[src/rtl/demux_scan_if.sv]
// rtl/demux_scan_if.sv - control/enable bundle between channel controller and column drivers
interface demux_scan_if #(
    parameter int N_OUT = 7,
    parameter int SEL_W = 3
);
    logic             En;
    logic             mode;
    logic [SEL_W-1:0] sel;
    logic [N_OUT-1:0] e;
    logic [SEL_W-1:0] ch;
    logic             frame_start;

    modport master (
        output En,
        output mode,
        output sel,
        input  e,
        input  ch,
        input  frame_start
    );

    modport slave (
        input  En,
        input  mode,
        input  sel,
        output e,
        output ch,
        output frame_start
    );
endinterface

[src/rtl/demux_scan.sv]
// rtl/demux_scan.sv - registered active-low channel demux with manual select and auto-scan
module demux_scan #(
    parameter int N_OUT = 7,
    parameter int SEL_W = 3,
    parameter int DWELL = 1000,
    parameter int BLANK = 1
) (
    input  logic       clk,
    input  logic       reset,
    demux_scan_if.slave bus
);
    localparam int DW = (DWELL < 2) ? 1 : $clog2(DWELL + 1);
    localparam int BW = (BLANK < 1) ? 1 : $clog2(BLANK + 1);
    localparam logic [DW-1:0]    DWELL_LAST = DW'(DWELL - 1);
    localparam logic [BW-1:0]    BLANK_LAST = BW'((BLANK > 0) ? BLANK - 1 : 0);
    localparam logic [SEL_W-1:0] CH_LAST    = SEL_W'(N_OUT - 1);

    typedef enum logic [1:0] {
        S_IDLE  = 2'd0,
        S_DRIVE = 2'd1,
        S_BLANK = 2'd2
    } state_t;

    state_t           r_state;
    logic [N_OUT-1:0] r_e;
    logic [SEL_W-1:0] r_ch;
    logic             r_fs;
    logic [DW-1:0]    r_dwell;
    logic [BW-1:0]    r_blank;
    logic             r_mode;     // mode of the DRIVE phase currently/last active
    logic             r_restart;  // blanking caused by a mode change: next scan starts at ch 0

    logic             w_wrap;
    logic [SEL_W-1:0] w_ch_next;
    logic [SEL_W-1:0] w_start_ch;

    // Enable mask for one channel; an index outside the channel range drives nothing.
    function automatic logic [N_OUT-1:0] f_mask(input logic [SEL_W-1:0] idx);
        logic [N_OUT-1:0] m;
        m = '1;
        for (int k = 0; k < N_OUT; k++) begin
            if (idx == SEL_W'(k)) begin
                m[k] = 1'b0;
            end
        end
        return m;
    endfunction

    assign w_wrap     = (r_ch == CH_LAST);
    assign w_ch_next  = w_wrap ? '0 : r_ch + SEL_W'(1);
    assign w_start_ch = bus.mode ? '0 : bus.sel;

    assign bus.e           = r_e;
    assign bus.ch          = r_ch;
    assign bus.frame_start = r_fs;

    // Channel sequencing FSM; every output comes straight from a register.
    always_ff @(posedge clk) begin
        if (reset) begin
            r_state   <= S_IDLE;
            r_e       <= '1;
            r_ch      <= '0;
            r_fs      <= 1'b0;
            r_dwell   <= '0;
            r_blank   <= '0;
            r_mode    <= 1'b0;
            r_restart <= 1'b0;
        end else begin
            r_fs <= 1'b0;
            if (!bus.En) begin
                r_state   <= S_IDLE;
                r_e       <= '1;
                r_dwell   <= '0;
                r_blank   <= '0;
                r_restart <= 1'b0;
            end else begin
                case (r_state)
                    S_IDLE: begin
                        r_state <= S_DRIVE;
                        r_mode  <= bus.mode;
                        r_dwell <= '0;
                        r_ch    <= w_start_ch;
                        r_e     <= f_mask(w_start_ch);
                        r_fs    <= bus.mode;
                    end

                    S_DRIVE: begin
                        if (bus.mode != r_mode) begin
                            // Mode switch: blank out, then restart in the new mode.
                            r_dwell <= '0;
                            if (BLANK == 0) begin
                                r_mode <= bus.mode;
                                r_ch   <= w_start_ch;
                                r_e    <= f_mask(w_start_ch);
                                r_fs   <= bus.mode;
                            end else begin
                                r_state   <= S_BLANK;
                                r_e       <= '1;
                                r_blank   <= '0;
                                r_restart <= 1'b1;
                            end
                        end else if (!r_mode) begin
                            // Manual: hold while sel matches, otherwise move to the new channel.
                            if (bus.sel != r_ch) begin
                                if (BLANK == 0) begin
                                    r_ch <= bus.sel;
                                    r_e  <= f_mask(bus.sel);
                                end else begin
                                    r_state   <= S_BLANK;
                                    r_e       <= '1;
                                    r_blank   <= '0;
                                    r_restart <= 1'b0;
                                end
                            end
                        end else begin
                            // Scan: count out the dwell, then advance.
                            if (r_dwell == DWELL_LAST) begin
                                r_dwell <= '0;
                                if (BLANK == 0) begin
                                    r_ch <= w_ch_next;
                                    r_e  <= f_mask(w_ch_next);
                                    r_fs <= w_wrap;
                                end else begin
                                    r_state   <= S_BLANK;
                                    r_e       <= '1;
                                    r_blank   <= '0;
                                    r_restart <= 1'b0;
                                end
                            end else begin
                                r_dwell <= r_dwell + DW'(1);
                            end
                        end
                    end

                    S_BLANK: begin
                        if (r_blank == BLANK_LAST) begin
                            r_state   <= S_DRIVE;
                            r_mode    <= bus.mode;
                            r_dwell   <= '0;
                            r_blank   <= '0;
                            r_restart <= 1'b0;
                            if (!bus.mode) begin
                                r_ch <= bus.sel;
                                r_e  <= f_mask(bus.sel);
                            end else if (r_restart || !r_mode) begin
                                r_ch <= '0;
                                r_e  <= f_mask('0);
                                r_fs <= 1'b1;
                            end else begin
                                r_ch <= w_ch_next;
                                r_e  <= f_mask(w_ch_next);
                                r_fs <= w_wrap;
                            end
                        end else begin
                            r_blank <= r_blank + BW'(1);
                        end
                    end

                    default: begin
                        r_state <= S_IDLE;
                        r_e     <= '1;
                    end
                endcase
            end
        end
    end
endmodule
[src/flat_wrapper.sv]
// flat-port wrapper written by rule: the top's interface ports become plain ports
module demux_scan_flat 
#(
    parameter int N_OUT = 7,
    parameter int SEL_W = 3,
    parameter int DWELL = 1000,
    parameter int BLANK = 1
)
  (clk, reset, bus_En, bus_mode, bus_sel, bus_e, bus_ch, bus_frame_start);
  demux_scan_if #(.N_OUT(N_OUT), .SEL_W(SEL_W)) bus_i ();
  input  logic clk;
  input  logic reset;
  input wire logic [$bits(bus_i.En)-1:0] bus_En;
  input wire logic [$bits(bus_i.mode)-1:0] bus_mode;
  input wire logic [$bits(bus_i.sel)-1:0] bus_sel;
  output wire logic [$bits(bus_i.e)-1:0] bus_e;
  output wire logic [$bits(bus_i.ch)-1:0] bus_ch;
  output wire logic [$bits(bus_i.frame_start)-1:0] bus_frame_start;
  assign bus_i.En = bus_En;
  assign bus_i.mode = bus_mode;
  assign bus_i.sel = bus_sel;
  assign bus_e = bus_i.e;
  assign bus_ch = bus_i.ch;
  assign bus_frame_start = bus_i.frame_start;
  demux_scan #(.N_OUT(N_OUT), .SEL_W(SEL_W), .DWELL(DWELL), .BLANK(BLANK)) u_core (.clk(clk), .reset(reset), .bus(bus_i));
endmodule
[config.mk]
export PLATFORM = sky130hd
export DESIGN_NAME = demux_scan_flat
export DESIGN_NICKNAME = d
export VERILOG_FILES = /design/src/rtl/demux_scan_if.sv /design/src/rtl/demux_scan.sv /design/src/flat_wrapper.sv
export SDC_FILE = /design/constraint.sdc
export NUM_CORES = 1
export LEC_CHECK = 0
export ABC_AREA = 0
export CAP_MARGIN = 20
export CORE_MARGIN = 4
export CORE_UTILIZATION = 37
export CTS_BUF_LIST = sky130_fd_sc_hd__clkbuf_4 sky130_fd_sc_hd__clkbuf_8
export DETAILED_ROUTE_END_ITERATION = 6
export PLACE_DENSITY = 0.69
export SYNTH_ARGS = -nofsm -noshare
export SYNTH_HDL_FRONTEND = slang
export SYNTH_SLANG_ARGS = --single-unit
[constraint.sdc]
create_clock -name clk -period 3.1 [get_ports clk]
set_input_delay 0.93 -clock clk [delete_from_list [all_inputs] [get_ports clk]]
set_output_delay 0.93 -clock clk [all_outputs]
set_load 0.02 [all_outputs]
# Word level (Yosys, flattened, before mapping)
# Cells that the tools add are included.
[op_classes] n_addsub=3 n_eq_ne=28 muxes=61 n_bitwise=1 reduce_logical=15
[op_table] operator="$mux 7" count=7
[op_table] operator="$mux 10" count=4
[op_table] operator="$mux 1" count=32
[op_table] operator="$eq 3x3->1 const B" count=10
[op_table] operator="$pmux 10 s3" count=1
[op_table] operator="$pmux 7 s3" count=1
[op_table] operator="$eq 3x2->1 const B" count=6
[op_table] operator="$mux 3" count=5
[op_table] operator="$reduce_and 3->1" count=4
[op_table] operator="$add 10x1->10 const B" count=1
[op_table] operator="$eq 10x10->1 const B" count=1
[op_table] operator="$mux 2" count=5
[op_table] operator="$eq 3x1->1 const B" count=3
[op_table] operator="$logic_not 3->1" count=3
[op_table] operator="$pmux 1 s2" count=4
[op_table] operator="$pmux 2 s3" count=1
[op_table] operator="$pmux 3 s2" count=1
[op_table] operator="$ne 4x1->1 const B" count=1
[op_table] operator="$ne 4x4->1 const B" count=1
[op_table] operator="$reduce_and 4->1" count=1
[op_table] operator="$reduce_bool 2->1" count=2
[op_table] operator="$add 3x1->3 const B" count=1
[op_table] operator="$ne 3x1->1 const B" count=1
[op_table] operator="$ne 3x3->1" count=1
[op_table] operator="11 further kinds" count=11
[word_totals] ff_bits=26 out_inout_bits=11

# Longest topological paths before layout
[logic_depth] depth_word=8 ltp_mapped=7 mapped_depth_nobuf=6

# Least setup slack after synthesis
# No wires, ideal clock.
[synth_timing] path_type="in2reg" start="input port bus_mode" end="register u_core.r_dwell[7]" setup_ns=0.071 arrival_time_ns=2.516 required_ns=3.029 slack_ns=0.513 cell_stages=7 path_cell_list="buf_2 inv_1 ha_1 nor3b_2 or4_4 or3_1 a21oi_1"
[synth_between] elab_chain_cells=3
[synth_rtl] item="start: declaration" line="flat_wrapper.sv:14" rtl="input wire logic [$bits(bus_i.mode)-1:0] bus_mode;"
[synth_rtl] item="$ne 1x1->1 (*)" line="demux_scan.sv:88" rtl="if (bus.mode != r_mode) begin"
[synth_rtl] item="$ne 3x1->1 (no source line) or $mux 10 (tied branches)"
[synth_rtl] item="$reduce_and 3->1 (no source line) or $pmux 10 s3 (tied branches)"
[synth_rtl] item="end signal: assignment" line="demux_scan.sv:130" rtl="r_dwell <= r_dwell + DW'(1);"
[synth_rtl] item="end: declaration" line="demux_scan.sv:28" rtl="logic [DW-1:0] r_dwell;"
# Every way passes the cells marked *; elsewhere a longest branch is shown, timed or not.
# A chain may end at the register's enable or synchronous reset.

# Final worst setup path
[layout_timing] start="input port bus_mode" end="register u_core.r_dwell[9]"
# The elaborated chain is that of the path after synthesis.

==> impl_metrics.env <==
export IMPL_postCtsHoldBufs=0
export IMPL_crit_chain="clkdlybuf4s50_1, inv_1, ha_1, nor3b_2, or4_4, or3_1, a21oi_1"
export IMPL_whs_ns=0.4888
export IMPL_cts_buffer_depth=2
export IMPL_cts_root_buf="clkbuf_8"
export IMPL_worstReg2RegEnd="u_core.r_dwell[9]"
export IMPL_cp_required_ns=3.29
export IMPL_initial_core_util_pct=38.64
export IMPL_clkPwrFrac_pct=31.7
export IMPL_dieArea_um2=4908
export IMPL_pwr_share_seq_pct=53.9
export IMPL_die_x_um=70.06
export IMPL_grt_pass1_wl_um=5471
export IMPL_period_share_pct=88.85
export IMPL_antenna_found_initial=0
export IMPL_drv_cap=0
export IMPL_ir_worst_vdd_mv=0.2344
export IMPL_die_height_um=70.06
export IMPL_dp_hpwl_um=2514
export IMPL_synth_edf_count=0
export IMPL_worstRegToRegCells=6
export IMPL_rows=22
export IMPL_first_pass_iters=4
export IMPL_ios=18
export IMPL_reg2reg_slack_ns=1.01
export IMPL_setup_violations=0
export IMPL_async_reset_ff_share_pct=0
export IMPL_synth_area_um2=1425
export IMPL_worstHoldEndpoint="u_core.bus.e[6]"
export IMPL_p_comb_share_pct=14.4
export IMPL_internal_power_mw=0.4688
export IMPL_clk_latency_ns=0.26
export IMPL_power_density_nw_per_um2=366.0
export IMPL_synthFlopType="dfxtp_1"
export IMPL_fill_cells=377
export IMPL_grt_ovfl_total=0
export IMPL_place_congestion=0.8125
export IMPL_viasPerCell=5.664
export IMPL_grt_start_max_net_pins=14
export IMPL_end_kind="flop"
export IMPL_hold_start="u_core.bus.e[6]"
export IMPL_switching_share_pct=25.49
export IMPL_hold_class="flop to flop"
export IMPL_drv_slew=0
export IMPL_cts_max_level=1
export IMPL_finalSetupTns_ns=0
export IMPL_drc=0
export IMPL_cts_resized_gates=0
export IMPL_finalClockSkew_ns=0.006614
export IMPL_cts_made_buffers=3
export IMPL_core_area_um2=3689
export IMPL_tightest_slew_ns=0.6617
export IMPL_finalHoldViolations=0
export IMPL_status="complete, no violations"
export IMPL_post_route_min_period_ns=2.754
export IMPL_wl_per_cell_um=14.04
export IMPL_worst_setup_path_type="input pin to flop"
export IMPL_max_stage_delay_ns=0.55
export IMPL_drive_gt1_share_pct=8.152
export IMPL_timing_final_ws_setup_ns=0.3458
export IMPL_critPathArrivalTime_ns=2.95
export IMPL_grt_pass1_vias=1221
export IMPL_seq_area_frac_synth_pct=35.12
export IMPL_postLayoutCoreUtil_pct=46.61
export IMPL_pre_cts_ws_ns=0.05984
export IMPL_routed_wl_um=3258
export IMPL_rsz0062_at_grt="no"
export IMPL_diodes=0
export IMPL_cts_tree="done"
export IMPL_worstPathMaxFanout=5
export IMPL_drt_initial_drc_count=105
export IMPL_syn_num_nets=177
export IMPL_post_cts_setup_buffers=0
export IMPL_ant_nets=0
export IMPL_cts_sinks=25
export IMPL_ys_seq_elements=25
export IMPL_leakagePower_nw=0.5945
export IMPL_synthCells=163
export IMPL_vias=1314
export IMPL_layout_nets=199
export IMPL_yosys_warnings=0
export IMPL_relSlewSlack_pct=55.68
export IMPL_grt_util_all_layers_pct=13.32
export IMPL_slowest_stage="or4_4"
export IMPL_fmax_mhz=363.1
export IMPL_switchingPower_mw=0.1604
export IMPL_whs_path_depth=1
export IMPL_syn_mean_instance_area_um2=8.743
export IMPL_worstReg2RegStart="u_core.r_mode"
export IMPL_cp_start_kind="input pin"
export IMPL_numPortBuffers=17
export IMPL_clkTransAtPathRegs_ns=0.09
export IMPL_ys_types=46
export IMPL_area_growth_pct=20.63
## worst max-delay path, delay by kind of cell
kind            cells  cell delay, ns
buf+inv             2            0.57
compound gates      1            0.16
fa+ha+maj           1            0.34
simple gates        3            0.94
## state kept, by name (all words and copies together), names as in the netlist
name / flops
u_core.r_restart: 1
u_core.bus.frame_start: 1
u_core.r_dwell: 10
u_core.r_state: 2
u_core.bus.e: 7
u_core.bus.ch: 3
u_core.r_mode: 1
## layout by cell type, fill, tap and decap left out, types with 6 or more instances in the layout
master	count
a21oi_1	10
clkdlybuf4s50_1	17
dfxtp_1	25
ha_1	7
nand2_1	12
nor2_1	15
nor2b_1	8
o21ai_0	7
xnor2_1	6
## power by group through the flow
stage	logic, mW	registers, mW	clock network (mW)
final	0.0904	0.339	0.200
after global routing	0.0981	0.341	0.228
after CTS	0.0904	0.339	0.211
after detailed placement	0.0899	0.347	0
after global placement	0.0868	0.346	0
after floorplan	0.0535	0.346	0
## how the worst max path moves through the flow
stage,start,to,slack [ns],depth (start not counted)
6_report,bus_mode,u_core.r_dwell[9],0.35,7
5_1_grt,bus_mode,u_core.r_dwell[9],0.26,7
4_1_cts,bus_mode,u_core.r_dwell[9],0.34,7
3_5_place_dp,bus_mode,u_core.r_dwell[9],0.06,7
3_3_place_gp,bus_mode,u_core.r_dwell[7],0.18,7
2_1_floorplan,bus_mode,u_core.r_dwell[7],0.51,7
## per-stage QoR
step | cell area [um2] | total power, mW | cells
final | 1719 | 0.6293 | 232
after global routing | 1719 | 0.6673 | 232
after CTS | 1719 | 0.6406 | 232
after detailed placement | 1670 | 0.4367 | 228
after global placement | 1670 | 0.4328 | 228
after floorplan | 1425 | 0.3992 | 163
## cell type report
type	count	area [um2]	share of cell area (%)
Multi-Input combinational cell	128	883.3	51.38
Sequential cell	25	500.5	29.11
Timing Repair Buffer	22	207.7	12.08
Tap cell	48	60.06	3.493
Clock buffer	4	48.80	2.838
Inverter	5	18.77	1.092
## Yosys cell counts (2+ instances only)
library cell	n	area, um2
nor2b_1	8	50.05
nor2_1	15	56.30
inv_1	5	18.77
o31a_1	5	43.79
o21ai_0	7	35.03
nand4b_1	2	17.52
or3_1	2	12.51
nand3_1	2	10.01
mux2i_1	3	30.03
a32oi_1	3	26.28
nand4_1	2	12.51
nor3_1	5	25.02
dfxtp_1	25	500.5
ha_1	7	87.58
o21ai_1	3	15.01
xnor2_1	6	52.55
or4_1	5	37.54
nand2_1	12	45.04
a211oi_1	2	15.01
nor3b_1	3	22.52
xor2_1	4	35.03
a21oi_1	10	50.05
buf_2	3	15.01
a22oi_1	2	15.01
## cells by family (layout without fill, tap and decap cells)
family | count (synthesis) | count (layout) | synth area share [%]
and+or+nand+nor | 69 | 69 | 29.15
AOI/OAI and AO/OA | 39 | 39 | 18.44
DFF | 25 | 25 | 35.12
xor gates and xnor gates | 10 | 10 | 6.145
buffers and inverters | 10 | 31 | 2.897
adders and majority gates | 7 | 7 | 6.145
muxes | 3 | 3 | 2.107
## per-layer routing
metal,vias to the layer above,global-route usage (%),wire [um]
met4,0,1.915,9
met3,2,3.309,200
met1,631,16.22,1440
met2,38,24.03,1607
met5,-,0,0
li1,643,-,-
Power figures use the tool's default switching activity.
